==> src/rtl/instruction_decode_stage_pkg.sv <==
// Opcode map, instruction classes, state encoding and field positions for the decode stage.
package opcodes;

    typedef enum logic [2:0] {
        CLS_NOP     = 3'd0,
        CLS_ALU     = 3'd1,
        CLS_LOAD    = 3'd2,
        CLS_STORE   = 3'd3,
        CLS_BRANCH  = 3'd4,
        CLS_HALT    = 3'd5,
        CLS_ILLEGAL = 3'd6
    } instr_class_t;

    typedef enum logic [1:0] {
        S_IDLE,
        S_WAIT,
        S_HOLD,
        S_HALTED
    } dec_state_t;

    localparam logic [7:0] OP_NOP    = 8'h00;
    localparam logic [7:0] OP_HALT   = 8'hFF;
    localparam logic [7:0] ALU_LO    = 8'h01;
    localparam logic [7:0] ALU_HI    = 8'h3F;
    localparam logic [7:0] LOAD_LO   = 8'h40;
    localparam logic [7:0] LOAD_HI   = 8'h4F;
    localparam logic [7:0] STORE_LO  = 8'h50;
    localparam logic [7:0] STORE_HI  = 8'h5F;
    localparam logic [7:0] BRANCH_LO = 8'h60;
    localparam logic [7:0] BRANCH_HI = 8'h6F;

    localparam int OPC_LSB  = 24;
    localparam int RD_LSB   = 20;
    localparam int RS1_LSB  = 16;
    localparam int RS2_LSB  = 12;
    localparam int IMM_BITS = 12;

    function automatic instr_class_t classify(input logic [7:0] op);
        instr_class_t c;
        if (op == OP_NOP)
            c = CLS_NOP;
        else if (op >= ALU_LO && op <= ALU_HI)
            c = CLS_ALU;
        else if (op >= LOAD_LO && op <= LOAD_HI)
            c = CLS_LOAD;
        else if (op >= STORE_LO && op <= STORE_HI)
            c = CLS_STORE;
        else if (op >= BRANCH_LO && op <= BRANCH_HI)
            c = CLS_BRANCH;
        else if (op == OP_HALT)
            c = CLS_HALT;
        else
            c = CLS_ILLEGAL;
        return c;
    endfunction

endpackage

==> src/rtl/instruction_decode_stage_field_decode.sv <==
// Splits one instruction word into its fields and classifies the opcode.
// Latency: purely combinational.
// Backpressure: none; the caller decides when to register the result.
module instr_field_decode
    import opcodes::*;
#(
    parameter int width    = 32,
    parameter int reg_bits = 4
) (
    input  logic [width-1:0]    instruction,
    output logic [7:0]          opcode,
    output logic [reg_bits-1:0] rd,
    output logic [reg_bits-1:0] rs1,
    output logic [reg_bits-1:0] rs2,
    output logic [width-1:0]    imm,
    output instr_class_t        cls
);

    assign opcode = instruction[OPC_LSB +: 8];
    assign rd     = instruction[RD_LSB  +: reg_bits];
    assign rs1    = instruction[RS1_LSB +: reg_bits];
    assign rs2    = instruction[RS2_LSB +: reg_bits];
    assign imm    = {{(width-IMM_BITS){instruction[IMM_BITS-1]}}, instruction[IMM_BITS-1:0]};
    assign cls    = classify(opcode);

endmodule

==> src/rtl/instruction_decode_stage.sv <==
// Decode stage: pulls words from the fetch FIFO, presents decoded fields; DECODE_ILLEGAL_TRAP_EN halts on ILLEGAL.
// Latency: fetch_lat+1 cycles from the next pulse to dec_valid; one instruction in flight or held at a time.
// Backpressure: dec_ready low holds all dec_* outputs stable and blocks further next pulses.
module instruction_decode_stage
    import opcodes::*;
#(
    parameter int width     = 32,
    parameter int reg_bits  = 4,
    parameter int fetch_lat = 2
) (
    input  logic                clk,
    input  logic                rst,
    input  logic                fetch_empty,
    input  logic [width-1:0]    instruction,
    output logic                next,
    output logic                fetch_stop,
    input  logic                flush,
    output logic                dec_valid,
    input  logic                dec_ready,
    output logic [7:0]          dec_opcode,
    output logic [reg_bits-1:0] dec_rd,
    output logic [reg_bits-1:0] dec_rs1,
    output logic [reg_bits-1:0] dec_rs2,
    output logic [width-1:0]    dec_imm,
    output logic [2:0]          dec_class
);

    localparam logic [2:0] LAT_INIT = 3'(fetch_lat);

    dec_state_t   state_q, state_d;
    logic [2:0]   cnt_q, cnt_d;
    logic         discard_q, discard_d;
    logic         valid_q, valid_d;
    logic         stop_q, stop_d;
    logic         issue, capture, trap;

    logic [7:0]          f_opcode;
    logic [reg_bits-1:0] f_rd, f_rs1, f_rs2;
    logic [width-1:0]    f_imm;
    instr_class_t        f_class, class_q;

    instr_field_decode #(
        .width    (width),
        .reg_bits (reg_bits)
    ) u_fields (
        .instruction (instruction),
        .opcode      (f_opcode),
        .rd          (f_rd),
        .rs1         (f_rs1),
        .rs2         (f_rs2),
        .imm         (f_imm),
        .cls         (f_class)
    );

`ifdef DECODE_ILLEGAL_TRAP_EN
    assign trap = (f_class == CLS_HALT) || (f_class == CLS_ILLEGAL);
`else
    assign trap = (f_class == CLS_HALT);
`endif

    always_comb begin
        state_d   = state_q;
        cnt_d     = cnt_q;
        discard_d = discard_q;
        valid_d   = valid_q;
        stop_d    = stop_q;
        issue     = 1'b0;
        capture   = 1'b0;

        case (state_q)
            S_IDLE: begin
                if (!fetch_empty && !valid_q && !flush)
                    issue = 1'b1;
            end
            S_WAIT: begin
                cnt_d = cnt_q - 3'd1;
                if (cnt_q == 3'd1) begin
                    // The requested word is on the bus this cycle; a flush seen at any point drops it.
                    discard_d = 1'b0;
                    if (discard_q || flush) begin
                        state_d = S_IDLE;
                    end else begin
                        capture = 1'b1;
                        valid_d = 1'b1;
                        if (trap) begin
                            state_d = S_HALTED;
                            stop_d  = 1'b1;
                        end else begin
                            state_d = S_HOLD;
                        end
                    end
                end else if (flush) begin
                    discard_d = 1'b1;
                end
            end
            S_HOLD: begin
                if (flush) begin
                    state_d = S_IDLE;
                end else if (valid_q && dec_ready) begin
                    valid_d = 1'b0;
                    if (!fetch_empty)
                        issue = 1'b1;
                    else
                        state_d = S_IDLE;
                end
            end
            S_HALTED: begin
                if (flush)
                    state_d = S_IDLE;
                else if (valid_q && dec_ready)
                    valid_d = 1'b0;
            end
            default: state_d = S_IDLE;
        endcase

        if (issue) begin
            state_d = S_WAIT;
            cnt_d   = LAT_INIT;
        end
        if (flush) begin
            valid_d = 1'b0;
            stop_d  = 1'b0;
        end
    end

    always_ff @(posedge clk or negedge rst) begin
        if (!rst) begin
            state_q   <= S_IDLE;
            cnt_q     <= 3'd0;
            discard_q <= 1'b0;
            valid_q   <= 1'b0;
            stop_q    <= 1'b0;
        end else begin
            state_q   <= state_d;
            cnt_q     <= cnt_d;
            discard_q <= discard_d;
            valid_q   <= valid_d;
            stop_q    <= stop_d;
        end
    end

    always_ff @(posedge clk or negedge rst) begin
        if (!rst) begin
            dec_opcode <= '0;
            dec_rd     <= '0;
            dec_rs1    <= '0;
            dec_rs2    <= '0;
            dec_imm    <= '0;
            class_q    <= CLS_NOP;
        end else if (capture) begin
            dec_opcode <= f_opcode;
            dec_rd     <= f_rd;
            dec_rs1    <= f_rs1;
            dec_rs2    <= f_rs2;
            dec_imm    <= f_imm;
            class_q    <= f_class;
        end
    end

    // Reset must hold next low even though the idle state would otherwise request a word.
    assign next       = issue & rst;
    assign dec_valid  = valid_q;
    assign fetch_stop = stop_q;
    assign dec_class  = class_q;

endmodule

==> config.mk <==
export PLATFORM = sky130hd
export DESIGN_NAME = instruction_decode_stage
export DESIGN_NICKNAME = d
export VERILOG_FILES = /design/src/rtl/instruction_decode_stage_pkg.sv /design/src/rtl/instruction_decode_stage_field_decode.sv /design/src/rtl/instruction_decode_stage.sv
export SDC_FILE = /design/constraint.sdc
export NUM_CORES = 1
export LEC_CHECK = 0
export CORE_ASPECT_RATIO = 1.75
export CORE_MARGIN = 4
export CORE_UTILIZATION = 40
export DETAILED_ROUTE_END_ITERATION = 8
export PLACE_DENSITY = 0.79
export SLEW_MARGIN = 20
export SYNTH_ARGS = -nofsm -noshare
export SYNTH_HDL_FRONTEND = slang
export SYNTH_SLANG_ARGS = --single-unit
==> constraint.sdc <==
create_clock -name clk -period 1.85 [get_ports clk]
set_input_delay 0.2775 -clock clk [delete_from_list [all_inputs] [get_ports clk]]
set_output_delay 0.2775 -clock clk [all_outputs]
set_load 0.01 [all_outputs]
==> results.sh, run 1 <==
export IMPL_ys_ff_latch=43
export IMPL_max_freq_mhz=564.6
export IMPL_status="complete, no violations"
export IMPL_max_stage_delay_ns=0.47
export IMPL_synth_edf_count=0
export IMPL_drc=0
export IMPL_finalCriticalPeriod_ns=1.771
export IMPL_critical_path_top_delay_family="buffers and inverters"
export IMPL_setup_violations_final=0
export IMPL_ys_warn_count=0
export IMPL_antenna_left=0
export IMPL_grt_pass1_vias=1657
export IMPL_cp_slowest_cell="clkdlybuf4s50_1"
export IMPL_cts_max_level=2
export IMPL_viasPerCell=4.809
export IMPL_vias=1741
export IMPL_cts_sinks=43
export IMPL_crit_chain="clkdlybuf4s50_1, nand3_1, o21ai_1, nor4b_4, and2_1, clkdlybuf4s15_1"
export IMPL_worst_slew_pin_slew_ns=0.5467
export IMPL_syn_nets=259
export IMPL_hold_viol_final=0
export IMPL_endpoint_kind="output port"
export IMPL_wl_um=4789
export IMPL_slew_violations=0
export IMPL_max_slew_margin_pct=63.55
export IMPL_portBuffers=94
export IMPL_wl_per_cell_um=13.23
export IMPL_async_reset_ff_share_pct=100.0
export IMPL_path_class="in2out"
export IMPL_die_h_um=100.7
export IMPL_fillers=395
export IMPL_rsz0062_at_grt="false"
export IMPL_grtUsageTotal_pct=16.39
export IMPL_grt_max_degree=44
export IMPL_layout_nets=349
export IMPL_cts_tree="yes"
export IMPL_fp_dieW_um=60.99
export IMPL_dr_pass1_iters=4
export IMPL_required_ns=1.57
export IMPL_core_area_um2=4707
export IMPL_synth_seq_area_share_pct=54.74
export IMPL_startpoint_type="primary input"
export IMPL_gp_congestion=0.7691
export IMPL_syn_area_um2=1966
export IMPL_synthFlopType="dfrtp_1"
export IMPL_yosys_top_cells_area="dfrtp_1, nand2_1, buf_4"
export IMPL_clk_pin_slew_worst_paths_ns=0.08
export IMPL_syn_to_final_growth_pct=53.60
export IMPL_synth_most_common_cell="nand2_1"
export IMPL_dp_hpwl_um=3727
export IMPL_cts_inserted_buffers=5
export IMPL_cp_max_fo=2
export IMPL_power_leakage_nw=1.433
export IMPL_dr_first_iter_drc_count=57
export IMPL_ys_top_cells_by_count="nand2_1, dfrtp_1, buf_4"
export IMPL_synth_cell_types=27
export IMPL_skew_ns=0.004738
export IMPL_dieArea_um2=6144
export IMPL_regToRegSetupSlack_ns=0.20
export IMPL_min_path_type="in2async"
export IMPL_synthCells=220
export IMPL_diodes=0
export IMPL_synth_area_per_cell_um2=8.935
export IMPL_core_rowCount=33
export IMPL_ctsRootBufferMaster="clkbuf_8"
export IMPL_synth_top_area_cell="dfrtp_1"
export IMPL_overflow=0
export IMPL_antenna_found_initial=0
export IMPL_netlist_area_leader_share_pct=54.74
export IMPL_crit_buf_inv=2
export IMPL_finish_utilization_pct=64.14
export IMPL_max_vdd_ir_drop_mv=0.9728
export IMPL_finalCritPeriodShare_pct=95.73
export IMPL_clockBufferDepth=2
export IMPL_start_util_pct=41.76
export IMPL_grt_pass1_wl_um=7624
export IMPL_powerDensity_nw_per_um2=1519
export IMPL_num_io_pins=95
export IMPL_cap_viol_max_count=0
export IMPL_clock_latency_ns=0.29
export IMPL_postCtsHoldBufs=0
export IMPL_finalPower_mw=4.587
export IMPL_drive_gt1_share_pct=9.677
export IMPL_arrival_ns=1.49
[path summary, 6_finish.rpt]
| check | from | endpoint | cells past startpoint |
|---|---|---|---|
| worst min register to register | dec_opcode[3] | dec_opcode[3] | 2 |
| worst min-delay path | rst | dec_rs1[3] | 2 |
| worst max-delay path | dec_ready | next | 6 |
| max in group asynchronous | rst | dec_imm[11] | 2 |
| min in group clk | dec_opcode[3] | dec_opcode[3] | 2 |
| worst max register to register | cnt_q[1] | dec_class[0] | 7 |
[what timing repair did]
action	in CTS	in global routing
buffers inserted	1	0
endpoints found under the setup margin	22	1
resized for setup	2	3
[state kept, by name, summed over array words and instances, names as in the netlist]
name and flops:
dec_valid 1, cnt_q 3, dec_opcode 8, dec_rs1 4
dec_class 3, dec_imm 12, dec_rd 4, fetch_stop 1
dec_rs2 4, discard_q 1, state_q 2
[layout by cell type (no fill, tap or decap)]
cell type,synthesis,routed
nand2_1,101,101
clkdlybuf4s50_1,0,92
dfrtp_1,43,42
buf_4,20,15
nor2_1,9,9
a21oi_1,8,8
clkbuf_8,0,6
nand2b_1,4,4
o21ai_0,5,4
nor3_1,3,3
inv_1,2,2
nand4_1,2,2
ha_1,2,2
buf_12,0,2
nand3_1,1,1
o21ai_1,0,1
nor4b_4,0,1
and2_1,1,1
nor4_4,0,1
or4_4,1,1
o31ai_2,1,1
nor4_1,1,1
nand4b_1,1,1
nor2b_1,1,1
xor2_1,1,1
xnor2_1,1,1
a221o_1,1,1
a211o_1,1,1
clkinv_2,0,1
dfrtp_2,0,1
buf_2,3,1
clkdlybuf4s15_1,0,1
[worst reg2reg max path: stages (launching register included)]
cell and delay [ns]:
dfrtp_1 0.38, inv_1 0.07, ha_1 0.14, nand2b_1 0.07, or4_4 0.56, buf_12 0.18, nand2_1 0.06, o21ai_0 0.07
[logic make-up after synthesis]
kind of cell | Yosys count | share of synthesized area [%]
flip-flops | 43 | 54.74
adder cells (fa/ha/maj) | 2 | 1.273
buffers and inverters | 30 | 10.88
AO/OA/AOI/OAI | 16 | 4.901
XOR/XNOR | 2 | 0.8913
AND/OR/NAND/NOR | 127 | 27.31
[routing by layer]
metal  global-route usage, %  share of wire, %  routed length (um)  up-vias
li1                        -                 -                   -      854
met1                   17.87                37                1758      820
met2                   29.68                53                2556       62
met3                   4.359               8.5                 406        5
met4                   5.008               1.4                  68        0
met5                       0                 0                   0        -
[through the flow]
step	cells	setup slack [ns]	hold WS (ns)	area (um2)	TNS, ns
after global placement	354	-0.2260	0.4293	2914	-4.090
after detailed placement	354	-0.2533	0.4335	2914	-4.183
after floorplan	220	0.1982	-0.01809	1966	0
after CTS	362	0.01901	0.1167	3009	0
after global routing	362	0.01099	0.1391	3019	0
final	362	0.07899	0.09450	3019	0
[area by class of cell]
| class | instances | area, um2 | area share (%) |
|---|---|---|---|
| Clock buffer | 6 | 82.58 | 2.735 |
| Clock inverter | 1 | 5.005 | 0.1658 |
| Inverter | 2 | 7.507 | 0.2487 |
| Multi-Input combinational cell | 147 | 693.2 | 22.96 |
| Sequential cell | 43 | 1077 | 35.68 |
| Tap cell | 52 | 65.06 | 2.155 |
| Timing Repair Buffer | 111 | 1089 | 36.05 |
[where the power goes]
part | leakage, nW | switching [mW] | internal, mW
Combinational | 0.843 | 0.955 | 1.38
Clock | 0.0470 | 0.299 | 0.293
Sequential | 0.543 | 0.286 | 1.38
Total | 1.43 | 1.54 | 3.05
Power figures use the tool's default switching activity.
==> run 2: changes to the inputs <==
--- a/config.mk
+++ b/config.mk
@@ -12,3 +12,2 @@
 export PLACE_DENSITY = 0.79
-export SLEW_MARGIN = 20
 export SYNTH_ARGS = -nofsm -noshare
==> constraint.sdc (replaced) <==
create_clock -name clk -period 1.85 [get_ports clk]
set_input_delay 0.185 -clock clk [delete_from_list [all_inputs] [get_ports clk]]
set_output_delay 0.185 -clock clk [all_outputs]
set_load 0.01 [all_outputs]
==> run 2 against run 1 <==
The flow now finishes with violations (negative hold slack). Non-clock buffer count decreased by 5. Core utilization down 1.0 points. Via count shrank 2.3%. Sequential power about the same. Total power rose by 1.4%. Combinational power down 2%. Clock power increased by 18%. Die area is the same. Routed wire length shrank 0.98%. Sequential share of layout area rose by 0.61 points. Register-to-register slack worse by 0.07 ns. Fmax increased by 3.2%. Critical path type is now reg2reg.
==> results.sh, run 2 (synthesis gave the netlist of run 1 again) <==
export IMPL_finish_utilization_pct=63.13
export IMPL_ctsRootBufferMaster="clkbuf_8"
export IMPL_cts_sinks=43
export IMPL_dr_first_iter_drc_count=42
export IMPL_fin_ws_ns=0.1337
export IMPL_clock_latency_ns=0.29
export IMPL_grtUsageTotal_pct=15.99
export IMPL_mostFrequentLayoutCell="nand2_1"
export IMPL_antenna_left=0
export IMPL_fp_dieW_um=60.99
export IMPL_largestRegisters="dec_imm x12, dec_opcode x8"
export IMPL_dieArea_um2=6144
export IMPL_final_cell_mix="nand2_1, clkdlybuf4s50_1, dfrtp_1, buf_4, nor2_1"
export IMPL_core_area_um2=4707
export IMPL_largest_reg_flops=12
export IMPL_max_stage_delay_ns=0.51
export IMPL_cp_slowest_cell="or4_4"
export IMPL_worst_hold_slack_ns=-0.007408
export IMPL_slew_violations=0
export IMPL_max_vdd_ir_drop_mv=0.9137
export IMPL_viasPerCell=4.765
export IMPL_skew_ns=0.009690
export IMPL_num_io_pins=95
export IMPL_layout_nets=344
export IMPL_vias=1701
export IMPL_grt_pass1_wl_um=7500
export IMPL_status="complete, but fails checks"
export IMPL_gp_congestion=0.7846
export IMPL_path_class="reg2reg"
export IMPL_grt_max_degree=44
export IMPL_top_usage_layer="met2"
export IMPL_cts_max_level=2
export IMPL_fin_area_um2=2972
export IMPL_dp_hpwl_um=3633
export IMPL_diodes=0
export IMPL_cts_tree="yes"
export IMPL_crit_chain="buf_4, nand2b_1, or4_4, buf_4, nand2_1, o21ai_0"
export IMPL_fin_cells=357
export IMPL_crit_top_cell="buf_4"
export IMPL_endpoint_kind="flip-flop"
export IMPL_antenna_found_initial=0
export IMPL_portBuffers=94
export IMPL_r2r_start="state_q[1]"
export IMPL_drive_gt1_share_pct=8.197
export IMPL_cts_inserted_buffers=5
export IMPL_max_slew_margin_pct=63.67
export IMPL_finalCriticalPeriod_ns=1.716
export IMPL_use_met3_pct=3.718
export IMPL_violations="negative hold slack"
export IMPL_drc=0
export IMPL_arrival_ns=1.88
export IMPL_grt_pass1_vias=1629
export IMPL_worst_slew_pin_slew_ns=0.5450
export IMPL_clk_pin_slew_worst_paths_ns=0.08
export IMPL_rsz0062_at_grt="false"
export IMPL_cp_max_fo=11
export IMPL_start_util_pct=41.76
export IMPL_core_rowCount=33
export IMPL_min_path_type="in2async"
export IMPL_finalCritPeriodShare_pct=92.77
export IMPL_post_dp_cell_area_um2=2851
export IMPL_syn_to_final_growth_pct=51.18
export IMPL_wl_per_cell_um=13.28
export IMPL_met1_usage_pct=17.90
export IMPL_clockBufferDepth=2
export IMPL_postCtsHoldBufs=0
export IMPL_max_freq_mhz=582.6
export IMPL_wl_um=4742
export IMPL_use_met2_pct=29.02
export IMPL_die_h_um=100.7
export IMPL_hold_viol_final=4
export IMPL_cap_viol_max_count=0
export IMPL_required_ns=2.01
export IMPL_setup_violations_final=0
export IMPL_largest_register="dec_imm"
export IMPL_powerDensity_nw_per_um2=1566
export IMPL_dr_pass1_iters=4
export IMPL_fillers=421
export IMPL_critPathLaunch="state_q[1]"
export IMPL_overflow=0
export IMPL_startpoint_type="flip-flop"
export IMPL_power_leakage_nw=1.400
export IMPL_dp_slack_ns=-0.1113
export IMPL_dp_cells=349
## run 2: cell type report
cell class	instances	area (um2)	area share, %
clock buffer	6	72.57	2.442
clock inverter	1	30.03	1.011
inverter	2	7.507	0.2526
multi-input combinational	147	693.2	23.33
sequential	43	1079	36.29
tap	52	65.06	2.189
timing repair buffer	106	1025	34.48
## run 2: power breakdown
part | switching, mW | total (mW) | leakage, nW | internal (mW)
combinational | 0.928 | 2.28 | 0.807 | 1.35
clock | 0.303 | 0.699 | 0.0513 | 0.396
sequential | 0.298 | 1.67 | 0.541 | 1.38
total | 1.53 | 4.65 | 1.40 | 3.12
## run 2: critical path, delay by kind of cell (launching register included)
| family | cells | cell delay, ns |
|---|---|---|
| AO/OA/AOI/OAI | 1 | 0.07 |
| flip-flops | 1 | 0.43 |
| AND/OR/NAND/NOR | 3 | 0.74 |
| buffers and inverters | 2 | 0.36 |
## run 2: per-stage QoR
stage | setup TNS, ns | total power [mW]
2_1_floorplan | 0 | 2.793
3_3_place_gp | -0.05521 | 3.939
3_5_place_dp | -0.1125 | 4.004
4_1_cts | 0 | 4.729
5_1_grt | 0 | 5.007
6_report | 0 | 4.654
## run 2: per-layer routing
metal	up-vias	wire [um]
met5	-	0
met3	4	367
met2	68	2526
met4	0	47
met1	785	1800
li1	844	-
## run 2: path summary, 6_finish.rpt
check | endpoint | slack [ns] | cells after the start
worst max-delay path | dec_class[2] | 0.13 | 6
worst min-delay path | dec_rs1[3] | -0.007 | 2
worst max register to register | dec_class[2] | 0.13 | 6
worst min register to register | dec_rs1[2] | 0.48 | 2
max in group asynchronous | dec_imm[11] | 1.45 | 2
min in group clk | dec_rs1[3] | 0.42 | 3
## run 2: what timing repair did
action                     CTS  global route
setup endpoints to repair    1            21
resized for setup            4             1
setup buffers                1             0
pin swaps                    0             0
hold endpoints to repair     0             0
==> run 3: changes to the inputs <==
CAP_MARGIN = 15   (was default)
SLEW_MARGIN = 20   (was default)
==> results of run 3 <==
Final layout, timing and power as in run 2 (identical DEF).
